--- src/rtl/wb_commit_arbiter_pkg.sv ---
// b8_wb_pkg: shared types and defaults for the write-back commit arbiter.
package b8_wb_pkg;
  localparam int PID_W = 2;
  localparam int STALL_LIMIT_DEF = 15;
  typedef struct packed {
    logic             we;
    logic [4:0]       addr;
    logic [63:0]      data;
    logic [PID_W-1:0] pid;
  } wb_entry_t;
endpackage

--- src/rtl/wb_commit_arbiter_if.sv ---
// wb_commit_arbiter_if: one write-back way's request channel into the arbiter.
interface wb_commit_arbiter_if;
  logic                       valid;
  logic                       ready;
  logic                       we;
  logic [4:0]                 addr;
  logic [63:0]                data;
  logic [b8_wb_pkg::PID_W-1:0] pid;
  modport master(output valid, we, addr, data, pid, input ready);
  modport slave(input valid, we, addr, data, pid, output ready);
endinterface

--- src/rtl/wb_commit_arbiter_fifo.sv ---
// wb_fifo: DEPTH-entry FIFO of write-back entries with flush and head peek.
module wb_fifo import b8_wb_pkg::*; #(
  parameter int DEPTH = 2
) (
  input  logic      clk,
  input  logic      rst_n,
  input  logic      flush,
  input  logic      push,
  input  logic      pop,
  input  wb_entry_t din,
  output logic      full,
  output logic      empty,
  output wb_entry_t head
);
  localparam int AW = $clog2(DEPTH);
  wb_entry_t mem [DEPTH];
  logic [AW:0] wr, rd;
  assign empty = wr == rd;
  assign full = (wr[AW-1:0] == rd[AW-1:0]) && (wr[AW] != rd[AW]);
  assign head = mem[rd[AW-1:0]];
  always_ff @(posedge clk or negedge rst_n)
    if (!rst_n) begin
      wr <= '0;
      rd <= '0;
    end else if (flush) begin
      wr <= '0;
      rd <= '0;
    end else begin
      if (push && !full) wr <= wr + 1'b1;
      if (pop && !empty) rd <= rd + 1'b1;
    end
  always_ff @(posedge clk)
    if (push && !full && !flush) mem[wr[AW-1:0]] <= din;
endmodule

--- src/rtl/wb_commit_arbiter.sv ---
// wb_commit_arbiter: retires two write-back ways onto one register-file port in pID order.
// Define WB_DUAL_COMMIT_EN for a second write port retiring two adjacent pIDs per cycle.
module wb_commit_arbiter import b8_wb_pkg::*; #(
  parameter int DEPTH = 2,
  parameter int STALL_LIMIT = STALL_LIMIT_DEF
) (
  input  logic                clk,
  input  logic                rst_n,
  input  logic                flush,
  input  logic [PID_W-1:0]    flush_pid,
  wb_commit_arbiter_if.slave  way0,
  wb_commit_arbiter_if.slave  way1,
  output logic                rd_write_enable,
  output logic [4:0]          rd_addr,
  output logic [63:0]         rd_data,
`ifdef WB_DUAL_COMMIT_EN
  output logic                rd2_write_enable,
  output logic [4:0]          rd2_addr,
  output logic [63:0]         rd2_data,
  output logic [1:0]          commit_valid,
`else
  output logic                commit_valid,
`endif
  output logic [PID_W-1:0]    commit_pid,
  output logic                order_err,
  output logic                deadlock
);
  localparam int CW = $clog2(STALL_LIMIT + 1);
  localparam logic [CW-1:0] LIM = CW'(STALL_LIMIT);
  wb_entry_t h0, h1, o;
  logic f0, f1, m0, m1, e0, e1, c0, c1, dual, go, stall, ow;
  logic [PID_W-1:0] exp_pid, step;
  logic [CW-1:0] cnt, cnt_nxt;
  wb_fifo #(.DEPTH(DEPTH)) u_fifo0 (
    .clk, .rst_n, .flush, .push(way0.valid), .pop(c0),
    .din({way0.we, way0.addr, way0.data, way0.pid}),
    .full(f0), .empty(m0), .head(h0)
  );
  wb_fifo #(.DEPTH(DEPTH)) u_fifo1 (
    .clk, .rst_n, .flush, .push(way1.valid), .pop(c1),
    .din({way1.we, way1.addr, way1.data, way1.pid}),
    .full(f1), .empty(m1), .head(h1)
  );
  assign way0.ready = !f0;
  assign way1.ready = !f1;
  assign e0 = !m0 && h0.pid == exp_pid;
  assign e1 = !m1 && h1.pid == exp_pid;
`ifdef WB_DUAL_COMMIT_EN
  wb_entry_t y;
  logic n0, n1, yw;
  assign n0 = !m0 && h0.pid == exp_pid + 1'b1;
  assign n1 = !m1 && h1.pid == exp_pid + 1'b1;
  assign dual = (e0 && n1) || (e1 && n0);
  assign y = e0 ? h1 : h0;
  assign yw = y.we && y.addr != '0;
`else
  assign dual = 1'b0;
`endif
  // way0 wins a tie; in a dual commit both ways pop
  assign c0 = e0 || dual;
  assign c1 = (e1 && !e0) || dual;
  assign o = e0 ? h0 : h1;
  assign go = (e0 || e1) && !flush;
  assign stall = !m0 && !m1 && !e0 && !e1;
  always_comb begin
    step = dual ? PID_W'(2) : PID_W'(1);
    cnt_nxt = (flush || go) ? '0 : (stall && cnt != LIM) ? cnt + 1'b1 : cnt;
`ifdef WB_DUAL_COMMIT_EN
    ow = o.we && o.addr != '0 && !(dual && yw && y.addr == o.addr);
`else
    ow = o.we && o.addr != '0;
`endif
  end
  always_ff @(posedge clk or negedge rst_n)
    if (!rst_n) begin
      exp_pid <= '0;
      cnt <= '0;
      rd_write_enable <= 1'b0;
      rd_addr <= '0;
      rd_data <= '0;
      commit_valid <= '0;
      commit_pid <= '0;
      order_err <= 1'b0;
      deadlock <= 1'b0;
`ifdef WB_DUAL_COMMIT_EN
      rd2_write_enable <= 1'b0;
      rd2_addr <= '0;
      rd2_data <= '0;
`endif
    end else begin
      exp_pid <= flush ? flush_pid : go ? exp_pid + step : exp_pid;
      cnt <= cnt_nxt;
      order_err <= order_err || (e0 && e1 && !flush);
      deadlock <= deadlock || cnt_nxt == LIM;
      rd_write_enable <= go && ow;
      if (go) begin
        rd_addr <= o.addr;
        rd_data <= o.data;
        commit_pid <= o.pid;
      end
`ifdef WB_DUAL_COMMIT_EN
      commit_valid <= {go && dual, go};
      rd2_write_enable <= go && dual && yw;
      if (go && dual) begin
        rd2_addr <= y.addr;
        rd2_data <= y.data;
      end
`else
      commit_valid <= go;
`endif
    end
endmodule

--- src/flat_wrapper.sv ---
// flat-port wrapper written by rule: the top's interface ports become plain ports
module wb_commit_arbiter_flat import b8_wb_pkg::*;
#(
  parameter int DEPTH = 2,
  parameter int STALL_LIMIT = STALL_LIMIT_DEF
)
  (clk, rst_n, flush, flush_pid, rd_write_enable, rd_addr, rd_data, commit_valid, commit_pid, order_err, deadlock, way0_valid, way0_we, way0_addr, way0_data, way0_pid, way0_ready, way1_valid, way1_we, way1_addr, way1_data, way1_pid, way1_ready);
  wb_commit_arbiter_if way0_i ();
  wb_commit_arbiter_if way1_i ();
  input  logic clk;
  input  logic rst_n;
  input  logic flush;
  input  logic [PID_W-1:0] flush_pid;
  output logic rd_write_enable;
  output logic [4:0] rd_addr;
  output logic [63:0] rd_data;
  output logic commit_valid;
  output logic [PID_W-1:0] commit_pid;
  output logic order_err;
  output logic deadlock;
  input wire logic [$bits(way0_i.valid)-1:0] way0_valid;
  input wire logic [$bits(way0_i.we)-1:0] way0_we;
  input wire logic [$bits(way0_i.addr)-1:0] way0_addr;
  input wire logic [$bits(way0_i.data)-1:0] way0_data;
  input wire logic [$bits(way0_i.pid)-1:0] way0_pid;
  output wire logic [$bits(way0_i.ready)-1:0] way0_ready;
  input wire logic [$bits(way1_i.valid)-1:0] way1_valid;
  input wire logic [$bits(way1_i.we)-1:0] way1_we;
  input wire logic [$bits(way1_i.addr)-1:0] way1_addr;
  input wire logic [$bits(way1_i.data)-1:0] way1_data;
  input wire logic [$bits(way1_i.pid)-1:0] way1_pid;
  output wire logic [$bits(way1_i.ready)-1:0] way1_ready;
  assign way0_i.valid = way0_valid;
  assign way0_i.we = way0_we;
  assign way0_i.addr = way0_addr;
  assign way0_i.data = way0_data;
  assign way0_i.pid = way0_pid;
  assign way0_ready = way0_i.ready;
  assign way1_i.valid = way1_valid;
  assign way1_i.we = way1_we;
  assign way1_i.addr = way1_addr;
  assign way1_i.data = way1_data;
  assign way1_i.pid = way1_pid;
  assign way1_ready = way1_i.ready;
  wb_commit_arbiter #(.DEPTH(DEPTH), .STALL_LIMIT(STALL_LIMIT)) u_core (.clk(clk), .rst_n(rst_n), .flush(flush), .flush_pid(flush_pid), .way0(way0_i), .way1(way1_i), .rd_write_enable(rd_write_enable), .rd_addr(rd_addr), .rd_data(rd_data), .commit_valid(commit_valid), .commit_pid(commit_pid), .order_err(order_err), .deadlock(deadlock));
endmodule
--- config.mk ---
export PLATFORM = sky130hd
export DESIGN_NAME = wb_commit_arbiter_flat
export DESIGN_NICKNAME = d
export VERILOG_FILES = /design/src/rtl/wb_commit_arbiter_pkg.sv /design/src/rtl/wb_commit_arbiter_if.sv /design/src/rtl/wb_commit_arbiter_fifo.sv /design/src/rtl/wb_commit_arbiter.sv /design/src/flat_wrapper.sv
export SDC_FILE = /design/constraint.sdc
export NUM_CORES = 1
export LEC_CHECK = 0
export CELL_PAD_IN_SITES_DETAIL_PLACEMENT = 0
export CELL_PAD_IN_SITES_GLOBAL_PLACEMENT = 1
export CORE_MARGIN = 5
export CORE_UTILIZATION = 45
export CTS_CLUSTER_DIAMETER = 30
export DETAILED_ROUTE_END_ITERATION = 16
export GPL_TIMING_DRIVEN = 1
export PLACE_DENSITY = 0.81
export SLEW_MARGIN = 20
export SYNTH_ARGS = -nofsm -noshare
export SYNTH_HDL_FRONTEND = slang
export SYNTH_HIERARCHICAL = 1
export SYNTH_SLANG_ARGS = --single-unit
--- constraint.sdc ---
create_clock -name clk -period 9.98 [get_ports clk]
set_input_delay 2.495 -clock clk [delete_from_list [all_inputs] [get_ports clk]]
set_output_delay 2.495 -clock clk [all_outputs]
set_load 0.02 [all_outputs]
# Word-level counts from Yosys, hierarchy flattened

Memories as Yosys holds them, arrays and structs flattened.
Index checks and enable logic that the tools add are counted.

Bits in registers: 89
Memory bits (writable): 288
Logic and storage cells: 85
Memories: 2

Memories:

| memory             | depth | width | rd ports | clocked after Yosys merged registers in | wr ports | RTL line                     | source |
|---|---|---|---|---|---|---|---|
| u_core.u_fifo0.mem | 2     | 72    | 1        | 0                                       | 1        | wb_commit_arbiter_fifo.sv:16 | `wb_entry_t mem [DEPTH];` |
| u_core.u_fifo1.mem | 2     | 72    | 1        | 0                                       | 1        | wb_commit_arbiter_fifo.sv:16 |  |

$add $sub $neg: 6
Reductions and logical operators: 37
Equality and inequality tests: 10
Muxes and demuxes: 17

Operator list:

| kind                                         | number |
|---|---|
| 2-to-1 mux 72 bit                            | 1 |
| logical AND 1 bit                            | 20 |
| 2-to-1 mux 2 bit                             | 10 |
| adder 2 x 1 -> 2 bit, second input constant  | 5 |
| nonzero test 2 bit                           | 5 |
| equality test 2 bit                          | 4 |
| 2-to-1 mux 4 bit                             | 2 |
| logical NOT 1 bit                            | 7 |
| nonzero test 5 bit                           | 1 |
| adder 4 x 1 -> 4 bit, second input constant  | 1 |
| equality test 4 bit, second input constant   | 1 |
| logical OR 1 bit                             | 4 |
| 2-to-1 mux 1 bit                             | 4 |
| inequality test 4 bit, second input constant | 1 |
| equality test 1 bit                          | 2 |
| inequality test 1 bit                        | 2 |

# Logic depth before layout (Yosys ltp)

Depth in word-level cells: 11
Mapped depth: 10

# Cells and area by module

Netlist, hierarchy kept.

Modules (own cells, without submodules):

| module                    | sequential area each (um^2) | area an instance (um^2) | times used | cells each |
|---|---|---|---|---|
| wb_fifo at u_core.u_fifo0 | 4424.2                      | 5461.5                  | 1          | 255 |
| wb_fifo at u_core.u_fifo1 | 4424.2                      | 5447.7                  | 1          | 255 |
| wb_commit_arbiter         | 2026.9                      | 3798.6                  | 1          | 362 |

# Worst setup path before layout

No wires, ideal clock.

Path kind: input to register
Start point: in flush
End point: mem u_core/u_fifo1/mem[0][0] in the netlist's numbering, enable pin
Setup time: 703 ps
Path slack: -614 ps
Stages on the path: 1
Arrival: 9890 ps
Required time: 9277 ps
Buffers on the path: 0
Cells stage by stage: nor4b_1

Word-level cells in the longest chain between the ends: 4

Ends and longest elaborated chain:

| item                                   | RTL line                     | source |
|---|---|---|
| start: declaration                     | flat_wrapper.sv:12           | `input logic flush;` |
| logical NOT 1 bit                      | wb_commit_arbiter_fifo.sv:33 | `if (push && !full && !flush) mem[wr[AW-1:0]] <= din;` |
| logical AND 1 bit                      | wb_commit_arbiter_fifo.sv:33 |  |
| 2-to-1 mux 1 bit                       | wb_commit_arbiter_fifo.sv:33 |  |
| 2-to-1 mux 1 bit (not written as such) | wb_commit_arbiter_fifo.sv:33 |  |
| end: declaration                       | wb_commit_arbiter_fifo.sv:16 |  |

Every way passes these cells.

# Worst setup path after layout

Start point: in flush
End point: mem u_core/u_fifo0/mem[1][12] in the netlist's numbering, enable pin

Word-level cells in the longest chain between the ends: 4

Ends and longest elaborated chain:

| item                                   | RTL line |
|---|---|
| logical NOT 1 bit                      | wb_commit_arbiter_fifo.sv:33 |
| logical AND 1 bit                      | wb_commit_arbiter_fifo.sv:33 |
| 2-to-1 mux 1 bit                       | wb_commit_arbiter_fifo.sv:33 |
| 2-to-1 mux 1 bit (not written as such) | wb_commit_arbiter_fifo.sv:33 |
| end: declaration                       | wb_commit_arbiter_fifo.sv:16 |

Every way passes these cells.

==> metrics <==
Psw 1.47 mW; final hold violation count 0; worst skew pair latency 0.58 ns; fraction of layout cells with a size suffix above 1 0.227; PwrDens 274 nW/µm²; RD Place Congestion 0.717; P_int 4.05 mW; dpl hpwl 20,000 µm; Layout area overhead 37.3%; Max VDD drop 0.155 mV; nets@finish 1,302; initial antenna violation count 2; Cell Area, Placed 17,400 µm²; Finished Cell Area 20,200 µm²; core area 32,400 µm²; GRT Total Usage 0.184; total gr overflow 0; die width 191 µm; share of the synthesized area in the top cell type 0.588; Lkg Pwr 7.62 nW; row cnt 66; Final ANT Viol Nets 0; DIE AREA 36,400 µm²; #FFs+latches synth 377; Yosys warning count 6; crit path time final 5.20 ns; Crit Path Class primary input to flip-flop; CP peak stage delay 0.91 ns; worst slew pin tran 1.07 ns; required time of the critical path 10.18 ns; Clock Pin Slew Worst Setup and Hold Paths 0.05 ns; Finished Core Util 0.624; endpoint class of the critical path flip-flop; initial core utilization 0.454; Tcrit/Tclk final 0.521; setup TNS 0 ns; CTS Buffer Depth 3; first-pass GRT wire length 51,300 µm; CTS tree built; number of global-route vias before repair 9,165; RSZ-0062 raised after global routing false; number of synthesized flops with an enable pin 288; Commonest cells post-synth 288 x edfxtp_1, 110 x mux2_2, 89 x dfrtp_1, 83 x nor2_1, 77 x a21oi_1; cts-stage hold buffer count 0; critical path buffer and inverter count 2; register area share after synthesis 0.739; Crit Path Max Fanout 42; CTS H-tree depth 3; post-place setup slack 4.09 ns; Combinational Power Share 0.166; skew final 0.0159 ns; Post-Route WL 33,100 µm; Final Max Tran Viols 0; synthesized cell area 14,700 µm²; FMAX 0.192 GHz; 1st-iter DRT viols 446; postcts setup bufs 0; setup ws final 4.78 ns; CTS Buf Count 81; switching share of power 0.267; clock root buffer clkbuf_16; setup violators final 0; top-count cell post-synth edfxtp_1; Syn Inst Count 872; drt via density 5.01; syn nets 1,024; Synth Flop Type edfxtp_1; post-synth cell types 41; WL per Instance 19.9 µm; number of port buffers 227; startpoint type of the worst setup path primary input; Async SR Flop Fraction 0.236; CP arrival 5.40 ns; DR vias 8,321; Hold WC Path Type flip-flop to flip-flop; top cells by area, synth edfxtp_1 59%, dfrtp_1 15%, mux2_2 8.4%, mux2i_1 5.1%, a21oi_1 2.6%; post-synth top area cell edfxtp_1; Slowest cell on crit path clkdlybuf4s50_1; clock group share of total power 0.471; # DRC 0; CP cell instances clkdlybuf4s50_1 > nand3b_1 > a21oi_4 > buf_4; Die Ht 191 µm; outcome finished, final reports clean; PostCTS Resize Cnt 0; Slew headroom 0.285; Clock Sinks 377; I/O pins 228; Max-cap violations 0; largest net degree at the start of global routing 67; TritonRoute pass-1 iters 4; sequential power share 0.363; critical path's top delay family buffers and inverters; mean post-synth cell area 16.9 µm²
==> power by group through the flow <==
stage | registers, mW | logic (mW) | clock network (mW)
final | 2.01 | 0.918 | 2.60
after global routing | 2.03 | 0.989 | 2.74
after CTS | 2.01 | 0.929 | 2.65
after detailed placement | 2.03 | 0.920 | 0
after global placement | 2.03 | 0.900 | 0
after floorplan | 2.19 | 0.293 | 0
==> path summary, 6_finish.rpt <==
check,end,slack (ns),cells past startpoint,start
max in group asynchronous,u_core/u_fifo0/rd[0],7.07,2,rst_n
setup / recovery,u_core/u_fifo0/mem[1][12],4.78,4,flush
hold reg to reg,u_core/deadlock,0.48,1,u_core/deadlock
min in group asynchronous,u_core/rd_data[0],1.84,1,rst_n
setup reg to reg,u_core/rd_data[10],6.47,7,u_core/u_fifo0/rd[0]
hold / removal,u_core/deadlock,0.48,1,u_core/deadlock
==> layout by cell type (no fill, tap or decap), types with 7 or more instances in the layout <==
master,n
buf_4,12
dfrtp_1,87
clkinv_2,13
inv_6,8
edfxtp_1,288
xor2_1,8
clkdlybuf4s50_1,226
clkinvlp_4,13
clkbuf_1,9
a21oi_1,76
clkbuf_16,81
nor2_1,83
mux2i_1,75
nand2_1,7
clkinv_4,8
mux2_1,34
mux2_2,110
==> cells by family (layout without fill, tap and decap cells) <==
kind of cell,count (synthesis),after routing,share of synthesized area
xor gates and xnor gates,12,12,0.00766
and+or+nand+nor,117,117,0.0354
muxes,219,219,0.161
DFF,377,377,0.739
buffers and inverters,51,398,0.0191
AOI/OAI and AO/OA,95,95,0.0363
other,0,1,0
adders and majority gates,1,1,0.000851
==> area by class of cell <==
cell class | count | area (µm²)
Fill cell | 2417 | 12200
Sequential cell | 377 | 10900
Multi-Input combinational cell | 444 | 3590
Timing Repair Buffer | 240 | 2390
Clock buffer | 95 | 2130
Clock inverter | 57 | 623
Tap cell | 442 | 553
Inverter | 6 | 22.5
Antenna cell | 1 | 2.50
==> state kept, by name (all words and copies together), names as in the netlist, 4 cells and up <==
| register | flops |
|---|---|
| u_core/rd_data | 64 |
| u_core/cnt | 4 |
| u_core/u_fifo1/mem | 144 |
| u_core/rd_addr | 5 |
| u_core/u_fifo0/mem | 144 |
==> worst register-to-register path, stage by stage (launching register included) <==
cell and delay (ns):
dfrtp_4 0.70, mux2_1 0.42, xor2_1 0.15, or3_4 0.66
a21oi_4 0.59, buf_4 0.63, nor2_1 0.14, a21oi_1 0.15
==> metrics by stage <==
stage | hold slack (ns) | cells | power, mW
floorplan | 0.552 | 872 | 2.48
global placement | 0.471 | 1508 | 2.93
detailed placement | 0.465 | 1508 | 2.95
CTS | 0.491 | 1660 | 5.59
global route | 0.518 | 1662 | 5.76
finish | 0.483 | 1662 | 5.53
==> routing by layer <==
layer / routed length [µm] / GRT usage / vias up
met5: 7 / 0 / -
met4: 539 / 0.0616 / 2
met3: 2050 / 0.0507 / 46
met2: 16700 / 0.308 / 240
met1: 13800 / 0.233 / 4143
li1: - / - / 3890
No activity file was read; power rests on OpenSTA's default activity.
